### src/rtl/hdmi_packet_engine.sv
// HDMI data-island packet engine: packet FIFO, per-line island scheduler and BCH/TERC4 nibble streamer.
// Optional macro HDMI_PKT_NULL_FILL_EN: send one Null packet on lines whose FIFO is empty.
module hdmi_packet_engine #(
  parameter int DEPTH         = 8,
  parameter int MAX_PKTS      = 2,
  parameter int ISLAND_OFFSET = 4,
  parameter int PREAMBLE_LEN  = 8
) (
  input  logic                     i_pixclk,
  input  logic                     i_rst_n,
  input  logic                     i_hSync,
  input  logic                     i_vSync,
  input  logic                     i_blank,
  input  logic                     i_pkt_valid,
  output logic                     o_pkt_ready,
  input  logic [23:0]              i_pkt_hdr,
  input  logic [223:0]             i_pkt_sub,
  output logic [$clog2(DEPTH):0]   o_fifo_level,
  output logic [3:0]               o_d0,
  output logic [3:0]               o_d1,
  output logic [3:0]               o_d2,
  output logic                     o_data,
  output logic                     o_preamble,
  output logic                     o_guard,
  output logic                     o_overrun,
  output logic [2:0]               o_dbg_state
);
  localparam int AW = $clog2(DEPTH);
  localparam int LW = AW + 1;
  localparam logic [7:0] OFF_LAST = (ISLAND_OFFSET >= 2) ? 8'(ISLAND_OFFSET - 2) : 8'd0;
  localparam logic [7:0] PRE_LAST = 8'(PREAMBLE_LEN - 1);

  typedef enum logic [2:0] {
    S_IDLE, S_OFFSET, S_PREAMBLE, S_LGUARD, S_PACKET, S_TGUARD
  } state_t;

  // Handshake: a packet transfers on any rising edge where i_pkt_valid && o_pkt_ready;
  // o_pkt_ready is registered and means "level < DEPTH" for the current cycle.
  logic [23:0]   hdr_mem [DEPTH];
  logic [223:0]  sub_mem [DEPTH];
  logic [AW-1:0] wr_ptr, rd_ptr;
  logic [LW-1:0] level, level_next;
  logic          wr_en, rd_en;

  assign wr_en        = i_pkt_valid && o_pkt_ready;
  assign o_fifo_level = level;

  always_comb begin
    level_next = level;
    case ({wr_en, rd_en})
      2'b10:   level_next = level + 1'b1;
      2'b01:   level_next = level - 1'b1;
      default: level_next = level;
    endcase
  end

  always_ff @(posedge i_pixclk or negedge i_rst_n) begin
    if (!i_rst_n) begin
      wr_ptr      <= '0;
      rd_ptr      <= '0;
      level       <= '0;
      o_pkt_ready <= 1'b0;
    end else begin
      if (wr_en) wr_ptr <= wr_ptr + 1'b1;
      if (rd_en) rd_ptr <= rd_ptr + 1'b1;
      level       <= level_next;
      o_pkt_ready <= (level_next < LW'(DEPTH));
    end
  end

  always_ff @(posedge i_pixclk) begin
    if (wr_en) begin
      hdr_mem[wr_ptr] <= i_pkt_hdr;
      sub_mem[wr_ptr] <= i_pkt_sub;
    end
  end

  // Island scheduler
  state_t      state, state_n;
  logic [7:0]  cnt;
  logic [4:0]  c;
  logic [4:0]  pkt_idx, n_pkts, n_sel;
  logic        stop, null_pkt, null_sel, blank_q;
  logic        rise, decide, go, load, abort, last_pkt;

  assign c           = cnt[4:0];
  assign rise        = i_blank && !blank_q;
  assign abort       = (state inside {S_PREAMBLE, S_LGUARD, S_PACKET}) && !i_blank;
  assign last_pkt    = stop || abort || (pkt_idx + 5'd1 == n_pkts);
  assign decide      = ((state == S_IDLE) && rise && (ISLAND_OFFSET == 1)) ||
                       ((state == S_OFFSET) && (cnt == OFF_LAST));
  assign rd_en       = load && !null_pkt;
  assign o_dbg_state = state;

`ifdef HDMI_PKT_NULL_FILL_EN
  assign go = decide;
`else
  assign go = decide && (level != '0);
`endif

  always_comb begin
    null_sel = 1'b0;
    if (level == '0) begin
      n_sel    = 5'd1;
      null_sel = 1'b1;
    end else if (32'(level) > MAX_PKTS) begin
      n_sel = 5'(MAX_PKTS);
    end else begin
      n_sel = 5'(level);
    end
  end

  always_comb begin
    state_n = state;
    load    = 1'b0;
    case (state)
      S_IDLE:     if (rise) state_n = (ISLAND_OFFSET == 1) ? (go ? S_PREAMBLE : S_IDLE) : S_OFFSET;
      S_OFFSET:   if (decide) state_n = go ? S_PREAMBLE : S_IDLE;
      S_PREAMBLE: if (cnt == PRE_LAST) state_n = S_LGUARD;
      S_LGUARD:   if (cnt == 8'd1) begin
                    state_n = S_PACKET;
                    load    = 1'b1;
                  end
      S_PACKET:   if (c == 5'd31) begin
                    if (last_pkt) state_n = S_TGUARD;
                    else          load    = 1'b1;
                  end
      S_TGUARD:   if (cnt == 8'd1) state_n = S_IDLE;
      default:    state_n = S_IDLE;
    endcase
  end

  always_ff @(posedge i_pixclk or negedge i_rst_n) begin
    if (!i_rst_n) begin
      state     <= S_IDLE;
      cnt       <= '0;
      pkt_idx   <= '0;
      n_pkts    <= '0;
      stop      <= 1'b0;
      null_pkt  <= 1'b0;
      blank_q   <= 1'b0;
      o_overrun <= 1'b0;
    end else begin
      state   <= state_n;
      blank_q <= i_blank;
      cnt     <= ((state_n != state) || load) ? 8'd0 : cnt + 8'd1;
      if (go) begin
        n_pkts   <= n_sel;
        null_pkt <= null_sel;
        pkt_idx  <= '0;
        stop     <= 1'b0;
      end else begin
        if (abort) stop <= 1'b1;
        if ((state == S_PACKET) && (c == 5'd31)) pkt_idx <= pkt_idx + 5'd1;
      end
      if (abort) o_overrun <= 1'b1;
    end
  end

  // Packet holding registers and BCH datapath
  function automatic logic [7:0] bch_step(input logic [7:0] e, input logic b);
    bch_step = {1'b0, e[7:1]} ^ ((e[0] ^ b) ? 8'hC1 : 8'h00);
  endfunction

  logic [23:0]      hdr_cur;
  logic [223:0]     sub_cur;
  logic [7:0]       hecc, hecc_n, e1;
  logic [3:0][7:0]  secc, secc_n;
  logic [31:0]      hdr_w;
  logic [63:0]      sub_w;
  logic             hbit;
  logic [3:0]       d0_n, d1_n, d2_n;

  always_comb begin
    hdr_w  = {8'h00, hdr_cur};
    hecc_n = bch_step((c == 5'd0) ? 8'h00 : hecc, hdr_w[c]);
    hbit   = (c < 5'd24) ? hdr_w[c] : hecc[c[2:0]];
    secc_n = secc;
    sub_w  = '0;
    e1     = '0;
    d1_n   = '0;
    d2_n   = '0;
    for (int k = 0; k < 4; k++) begin
      sub_w     = {8'h00, sub_cur[56*k +: 56]};
      e1        = bch_step((c == 5'd0) ? 8'h00 : secc[k], sub_w[{c, 1'b0}]);
      secc_n[k] = bch_step(e1, sub_w[{c, 1'b1}]);
      if (c < 5'd28) begin
        d1_n[k] = sub_w[{c, 1'b0}];
        d2_n[k] = sub_w[{c, 1'b1}];
      end else begin
        d1_n[k] = secc[k][{c[1:0], 1'b0}];
        d2_n[k] = secc[k][{c[1:0], 1'b1}];
      end
    end
    d0_n = {(c != 5'd0) || (pkt_idx != 5'd0), hbit, i_vSync, i_hSync};
  end

  always_ff @(posedge i_pixclk or negedge i_rst_n) begin
    if (!i_rst_n) begin
      hdr_cur <= '0;
      sub_cur <= '0;
      hecc    <= '0;
      secc    <= '0;
    end else begin
      if (load) begin
        hdr_cur <= null_pkt ? 24'h000000 : hdr_mem[rd_ptr];
        sub_cur <= null_pkt ? 224'd0 : sub_mem[rd_ptr];
      end
      if ((state == S_PACKET) && (c < 5'd24)) hecc <= hecc_n;
      if ((state == S_PACKET) && (c < 5'd28)) secc <= secc_n;
    end
  end

  // Every output leaves through a register; flags and nibbles share the same one-cycle lag.
  always_ff @(posedge i_pixclk or negedge i_rst_n) begin
    if (!i_rst_n) begin
      o_d0       <= '0;
      o_d1       <= '0;
      o_d2       <= '0;
      o_data     <= 1'b0;
      o_preamble <= 1'b0;
      o_guard    <= 1'b0;
    end else begin
      o_data     <= (state == S_PACKET);
      o_preamble <= (state == S_PREAMBLE);
      o_guard    <= (state == S_LGUARD) || (state == S_TGUARD);
      if (state == S_PACKET) begin
        o_d0 <= d0_n;
        o_d1 <= d1_n;
        o_d2 <= d2_n;
      end else begin
        o_d0 <= {2'b00, i_vSync, i_hSync};
        o_d1 <= '0;
        o_d2 <= '0;
      end
    end
  end

endmodule

### config.mk
export PLATFORM = sky130hd
export DESIGN_NAME = hdmi_packet_engine
export DESIGN_NICKNAME = d
export VERILOG_FILES = /design/src/rtl/hdmi_packet_engine.sv
export SDC_FILE = /design/constraint.sdc
export NUM_CORES = 2
export LEC_CHECK = 0
export CORE_ASPECT_RATIO = 0.75
export CORE_UTILIZATION = 55
export DETAILED_ROUTE_END_ITERATION = 7
export DONT_BUFFER_PORTS = 1
export MAX_ROUTING_LAYER = met4
export PLACE_DENSITY = 0.78
export SETUP_SLACK_MARGIN = 0.1
export SYNTH_ARGS = -nofsm -noshare
export SYNTH_HDL_FRONTEND = slang
export SYNTH_SLANG_ARGS = --single-unit
### constraint.sdc
create_clock -name i_pixclk -period 25.3 [get_ports i_pixclk]
set_clock_uncertainty 0.05 [all_clocks]
set_input_delay 2.53 -clock i_pixclk [delete_from_list [all_inputs] [get_ports i_pixclk]]
set_output_delay 2.53 -clock i_pixclk [all_outputs]
set_load 0.05 [all_outputs]
==> After elaboration in Yosys (flattened, before gate mapping) <==
Memories as Yosys holds them, arrays and structs flattened.
Cells that the tools add are included.
{ "totals": {"reg_bits": 339, "mem_bits_rw": 1984, "inputBits": 254, "elab_cells": 188, "n_memories": 2} }
{ "memory_table": {"columns": ["memory", "words", "width", "read_ports", "rd_ports_with_merged_regs", "write_ports", "line_no", "text"], "rows": [
  ["sub_mem", 8, 224, 1, 0, 1, "40", "logic [223:0] sub_mem [DEPTH];"],
  ["hdr_mem", 8, 24, 1, 0, 1, "39", "logic [23:0] hdr_mem [DEPTH];"]
]} }
{ "op_classes": {"n_addsub": 6, "magnitude_cmp": 10, "n_eq_ne": 13, "mux": 88, "bitwise_logic": 18, "n_reduce_logical": 26} }
{ "op_table": {"columns": ["cell", "n"], "rows": [
  ["$mux W224", 1],
  ["$mux W8", 15],
  ["$xor A7 B8 Y8", 9],
  ["$bmux W1 S5", 9],
  ["$mux W1", 35],
  ["$mux W24", 1],
  ["$mux W3", 7],
  ["$mux W4", 5],
  ["$pmux W3 S6", 1],
  ["$bmux W1 S2", 8],
  ["$lt A6 B7 Y1 const B", 2],
  ["$lt A3 B4 Y1 const B", 3],
  ["$lt A5 B5 Y1 const B", 2],
  ["$mux W5", 2],
  ["$reduce_bool A5 Y1", 2],
  ["$logic_and A1 B1 Y1", 9],
  ["$xor A1 B1 Y1", 9],
  ["$add A8 B1 Y8 const B", 1],
  ["$eq A8 B1 Y1 const B", 1],
  ["$eq A8 B2 Y1 const B", 1],
  ["$eq A8 B3 Y1 const B", 1],
  ["$pmux W4 S2", 1],
  ["$add A3 B1 Y3 const B", 2],
  ["$eq A3 B2 Y1 const B", 2],
  ["other kinds (24)", 32]
]} }

==> Longest topological paths before layout <==
{ "logic_depth": {"word_depth": 12, "ltp_mapped": 18, "depth_no_buf": 16} }

==> Worst setup path after synthesis <==
No wires, ideal clock.
{ "synth_path": {"kind": "input to register", "startpoint": "in i_pkt_valid", "endpoint": "mem hdr_mem[0][0] (enable)", "setup_ps": 1160, "arrival_ps": 19654, "setup_slack_ps": 4436, "cell_stages": 3, "n_path_buf": 0, "cell_sequence": "nand2_1 or2_2 nor3_1"} }
{ "synth_between": {"elab_chain_cells": 3} }
{ "synth_rtl": {"columns": ["element", "line_no", "text"], "rows": [
  ["from (decl)", "14", "input logic i_pkt_valid,"],
  ["$logic_and A1 B1 Y1", "45", "assign wr_en = i_pkt_valid && o_pkt_ready;"],
  ["$mux W1", "72", "if (wr_en) begin"],
  ["$mux W1 (not written as such)", "73", "hdr_mem[wr_ptr] <= i_pkt_hdr;"],
  ["to (decl)", "39", null]
]} }
Every way passes these cells.

==> Final worst setup path <==
{ "layout_path": {"startpoint": "in i_pkt_valid", "endpoint": "mem sub_mem[4][7] (enable)"} }
{ "layout_between": {"elab_chain_cells": 3} }
{ "layout_rtl": {"columns": ["element", "line_no", "text"], "rows": [
  ["$logic_and A1 B1 Y1", "45", null],
  ["$mux W1", "72", null],
  ["$mux W1 (not written as such)", "74", "sub_mem[wr_ptr] <= i_pkt_sub;"],
  ["to (decl)", "40", null]
]} }
Every way passes these cells.

==> reports/qor.txt <==
status = finished clean
number of synthesized flops with an enable pin = 1984
fin crit share = 22.9%
Syn. warnings = 0
Worst path slowest cell = buf_4
unrepaired setup endpoints after global routing = no
Critical Path RT = 25.72 ns
ports placed on the boundary = 278
worst setup margin = 19.50 ns
final hold vios = 0
pre-CTS setup slack = 18.51 ns
power per cell area = 114 mW/mm²
drt drc = 0
vias in the first global route = 44000
maximum vdd drop = 0.103 mV
Vias per Instance = 6.36
Clk pin slew, worst setup/hold paths = 0.06 ns
CTS tree = built
Hold Crit Class = reg -> reg
die width = 469 µm
mean area per synthesized cell = 20.4 µm²
PostCTS Resize Cnt = 0
htree depth = 4
Slew HR = 14.7%
NetSw = 3.35 mW
slowest stage delay, CP = 0.83 ns
CTS Hold Buffers Added = 0
Max-Cap Viols = 0
Post-Syn Area = 0.0898 mm²
CTS Buf Count = 207
Detail Route Antenna Nets = 0
Clock Path Buffers = 3
post-synthesis sequential area ratio = 75.8%
DPL Wire Length = 105 mm
I/O Buffers = 0
total grt overflow = 0
CP cell instances = nand2_1 -> or2_2 -> nor2_4 -> buf_4 -> buf_4 -> buf_4
wire per inst = 29.3 µm
clk_lat worst skew = 0.85 ns
die area = 0.165 mm²
first-pass GRT wire length = 293 mm
post-synth cell types = 63
Detailed Route Iter0 Violations = 4391
Int Pwr = 7.94 mW
CP Capture Type = register
crit path time final = 5.80 ns
Placed Area = 0.0922 mm²
GPL Wtd Cong = 0.775
FMAX = 173 MHz
Initial DRT Pass Iterations = 5
Slew @ Worst Pin = 1.28 ns
Final Util = 61.1%
Setup Fix Bufs, Post-CTS = 0
Mapped Cells = 4397
design area = 0.0991 mm²
largest net degree at the start of global routing = 339
nets = 4678
layout cell share with drive strength beyond 1 = 20.7%
Clock power frac = 28.2%
CP Launch Type = primary input
switching share of power = 29.7%
chip height = 352 µm
# fillers = 10900
CP most frequent cell = buf_4
routed via count = 42900
Setup TNS = 0 ns
Mapped Nets = 4664
final hold slack = 0.427 ns
number of synthesized register bits = 2322
Crit Path Max Fanout = 49
WS Path Type = in -> reg
Syn-to-layout area delta = 10.4%
GRT Total Usage = 25.0%
Seq pwr share = 45.8%
Rows = 128
Root Buffer = clkbuf_16
Routed Wire Length = 197 mm
initial antenna violation count = 5
max-slew violation count = 0
most common flop cell mapped by yosys = edfxtp_1
critical path arrival = 6.22 ns
Logic pwr share = 26.0%
P_leak = 32.3 nW
clk sinks = 2322
final setup fails = 0
ys async rst share = 14.6%
Initial Util = 55.3%
core area = 0.162 mm²
==> through the flow <==
| step | instances | total power, mW |
|---|---|---|
| floorplan | 4397 | 7.50 |
| global placement | 6347 | 8.11 |
| detailed placement | 6347 | 8.20 |
| CTS | 6742 | 11.4 |
| global route | 6743 | 11.8 |
| finish | 6743 | 11.3 |
==> cell usage after synthesis (4+ instances only) <==
cell type	n	share of area (%)
a21oi_1	20	0.11
a221oi_1	5	0.049
a22o_1	5	0.049
and3_1	7	0.049
buf_1	55	0.23
buf_2	22	0.12
buf_4	5	0.042
clkbuf_1	183	0.76
dfrtp_1	338	9.4
edfxtp_1	1984	66
ha_1	12	0.17
inv_1	6	0.025
mux2_1	10	0.13
mux2i_1	323	3.6
mux4_2	527	13
nand2_1	361	1.5
nand2b_1	6	0.042
nand3_1	23	0.13
nand3b_1	4	0.033
nand4_1	4	0.028
nor2_1	47	0.20
nor2b_1	11	0.077
nor3_1	10	0.056
nor3b_1	4	0.033
nor4_1	5	0.035
o211ai_1	5	0.042
o21a_1	4	0.033
o21ai_0	25	0.14
o21ai_1	18	0.10
o22ai_1	20	0.14
o31ai_1	248	2.1
or2_2	5	0.035
or3_1	4	0.028
xnor2_1	25	0.24
xor2_1	25	0.24
==> layout by cell type (no fill, tap or decap), types with 7 or more instances in the layout <==
cell type | Yosys | final
mux2_1 | 10 | 10
nor2_1 | 47 | 40
clkbuf_1 | 183 | 69
xor2_1 | 25 | 25
clkinv_2 | 0 | 40
o21ai_1 | 18 | 18
edfxtp_1 | 1984 | 1984
nand2_1 | 361 | 361
clkbuf_8 | 0 | 23
buf_4 | 5 | 62
dfrtp_1 | 338 | 331
o22ai_1 | 20 | 20
a21oi_1 | 20 | 19
nor3_1 | 10 | 8
bufinv_16 | 0 | 17
mux2i_1 | 323 | 323
and3_1 | 7 | 7
mux4_2 | 527 | 527
nor2b_1 | 11 | 10
ha_1 | 12 | 12
xnor2_1 | 25 | 25
o21ai_0 | 25 | 25
buf_12 | 0 | 11
o31ai_1 | 248 | 248
clkbuf_16 | 0 | 211
clkinv_1 | 0 | 14
nand3_1 | 23 | 23
==> worst paths after layout <==
check | from | endpoint | slack [ns] | depth (start not counted)
max | i_pkt_valid | sub_mem[4][7]$_DFFE_PP_ | 19.50 | 6
min in group asynchronous | i_rst_n | sub_cur[198]$_DFFE_PN0N_ | 1.37 | 0
min | sub_cur[160]$_DFFE_PN0N_ | sub_cur[160]$_DFFE_PN0N_ | 0.43 | 2
min reg2reg | sub_cur[160]$_DFFE_PN0N_ | sub_cur[160]$_DFFE_PN0N_ | 0.43 | 2
max reg2reg | cnt[1]$_DFF_PN0_ | sub_cur[89]$_DFFE_PN0N_ | 19.70 | 10
max in group asynchronous | i_rst_n | cnt[0]$_DFF_PN0_ | 23.09 | 0
==> state kept, by name, summed over array words and instances, names as in the netlist, 3 cells and up, named ones only <==
signal        count
sub_mem        1792
sub_cur         224
hdr_mem         192
secc             32
hdr_cur          24
cnt               8
hecc              8
pkt_idx           5
n_pkts            4
o_d0              4
o_d1              4
o_d2              4
o_dbg_state       3
o_fifo_level      3
rd_ptr            3
wr_ptr            3
==> cells by family (layout without fill, tap and decap cells) <==
family | Yosys count | count (layout) | share of synthesized area [%]
flops | 2322 | 2322 | 75.8
mux | 863 | 863 | 17.0
simple gates | 499 | 499 | 2.33
compound gates | 373 | 373 | 3.00
buf+inv | 276 | 476 | 1.23
xor+xnor | 50 | 50 | 0.488
fa+ha+maj | 14 | 14 | 0.201
other cells | 0 | 1 | 0
==> power groups by stage <==
| stage | registers, mW | logic [mW] | clock network, mW |
|---|---|---|---|
| final | 5.18 | 2.93 | 3.19 |
| after global routing | 5.23 | 3.15 | 3.38 |
| after CTS | 5.18 | 2.97 | 3.23 |
| after detailed placement | 5.25 | 2.95 | 0 |
| after global placement | 5.21 | 2.90 | 0 |
| after floorplan | 5.25 | 2.25 | 0 |
==> metal layers <==
| metal | vias up | GRT usage (%) | wire length (µm) |
|---|---|---|---|
| met5 | - | - | 0 |
| met4 | 0 | 7.15 | 5010 |
| met3 | 321 | 7.02 | 18800 |
| met2 | 1825 | 37.9 | 95200 |
| met1 | 22800 | 33.6 | 78300 |
| li1 | 18000 | - | - |
==> worst max-delay path, delay by kind of cell <==
kind / cells / cell delay [ns]
and+or+nand+nor: 3 / 1.29
buffers and inverters: 3 / 2.27
==> final cells by class <==
class / instances / area, µm² / share of cell area, %
Antenna cell: 1 / 2.50 / 0.00252
Timing Repair Buffer: 73 / 686 / 0.692
Multi-Input combinational cell: 1799 / 20700 / 20.9
Inverter: 8 / 30.0 / 0.0303
Clock inverter: 91 / 1090 / 1.10
Tap cell: 2145 / 2680 / 2.71
Clock buffer: 304 / 5860 / 5.91
Sequential cell: 2322 / 68100 / 68.6
(Power assumes the default switching activity.)
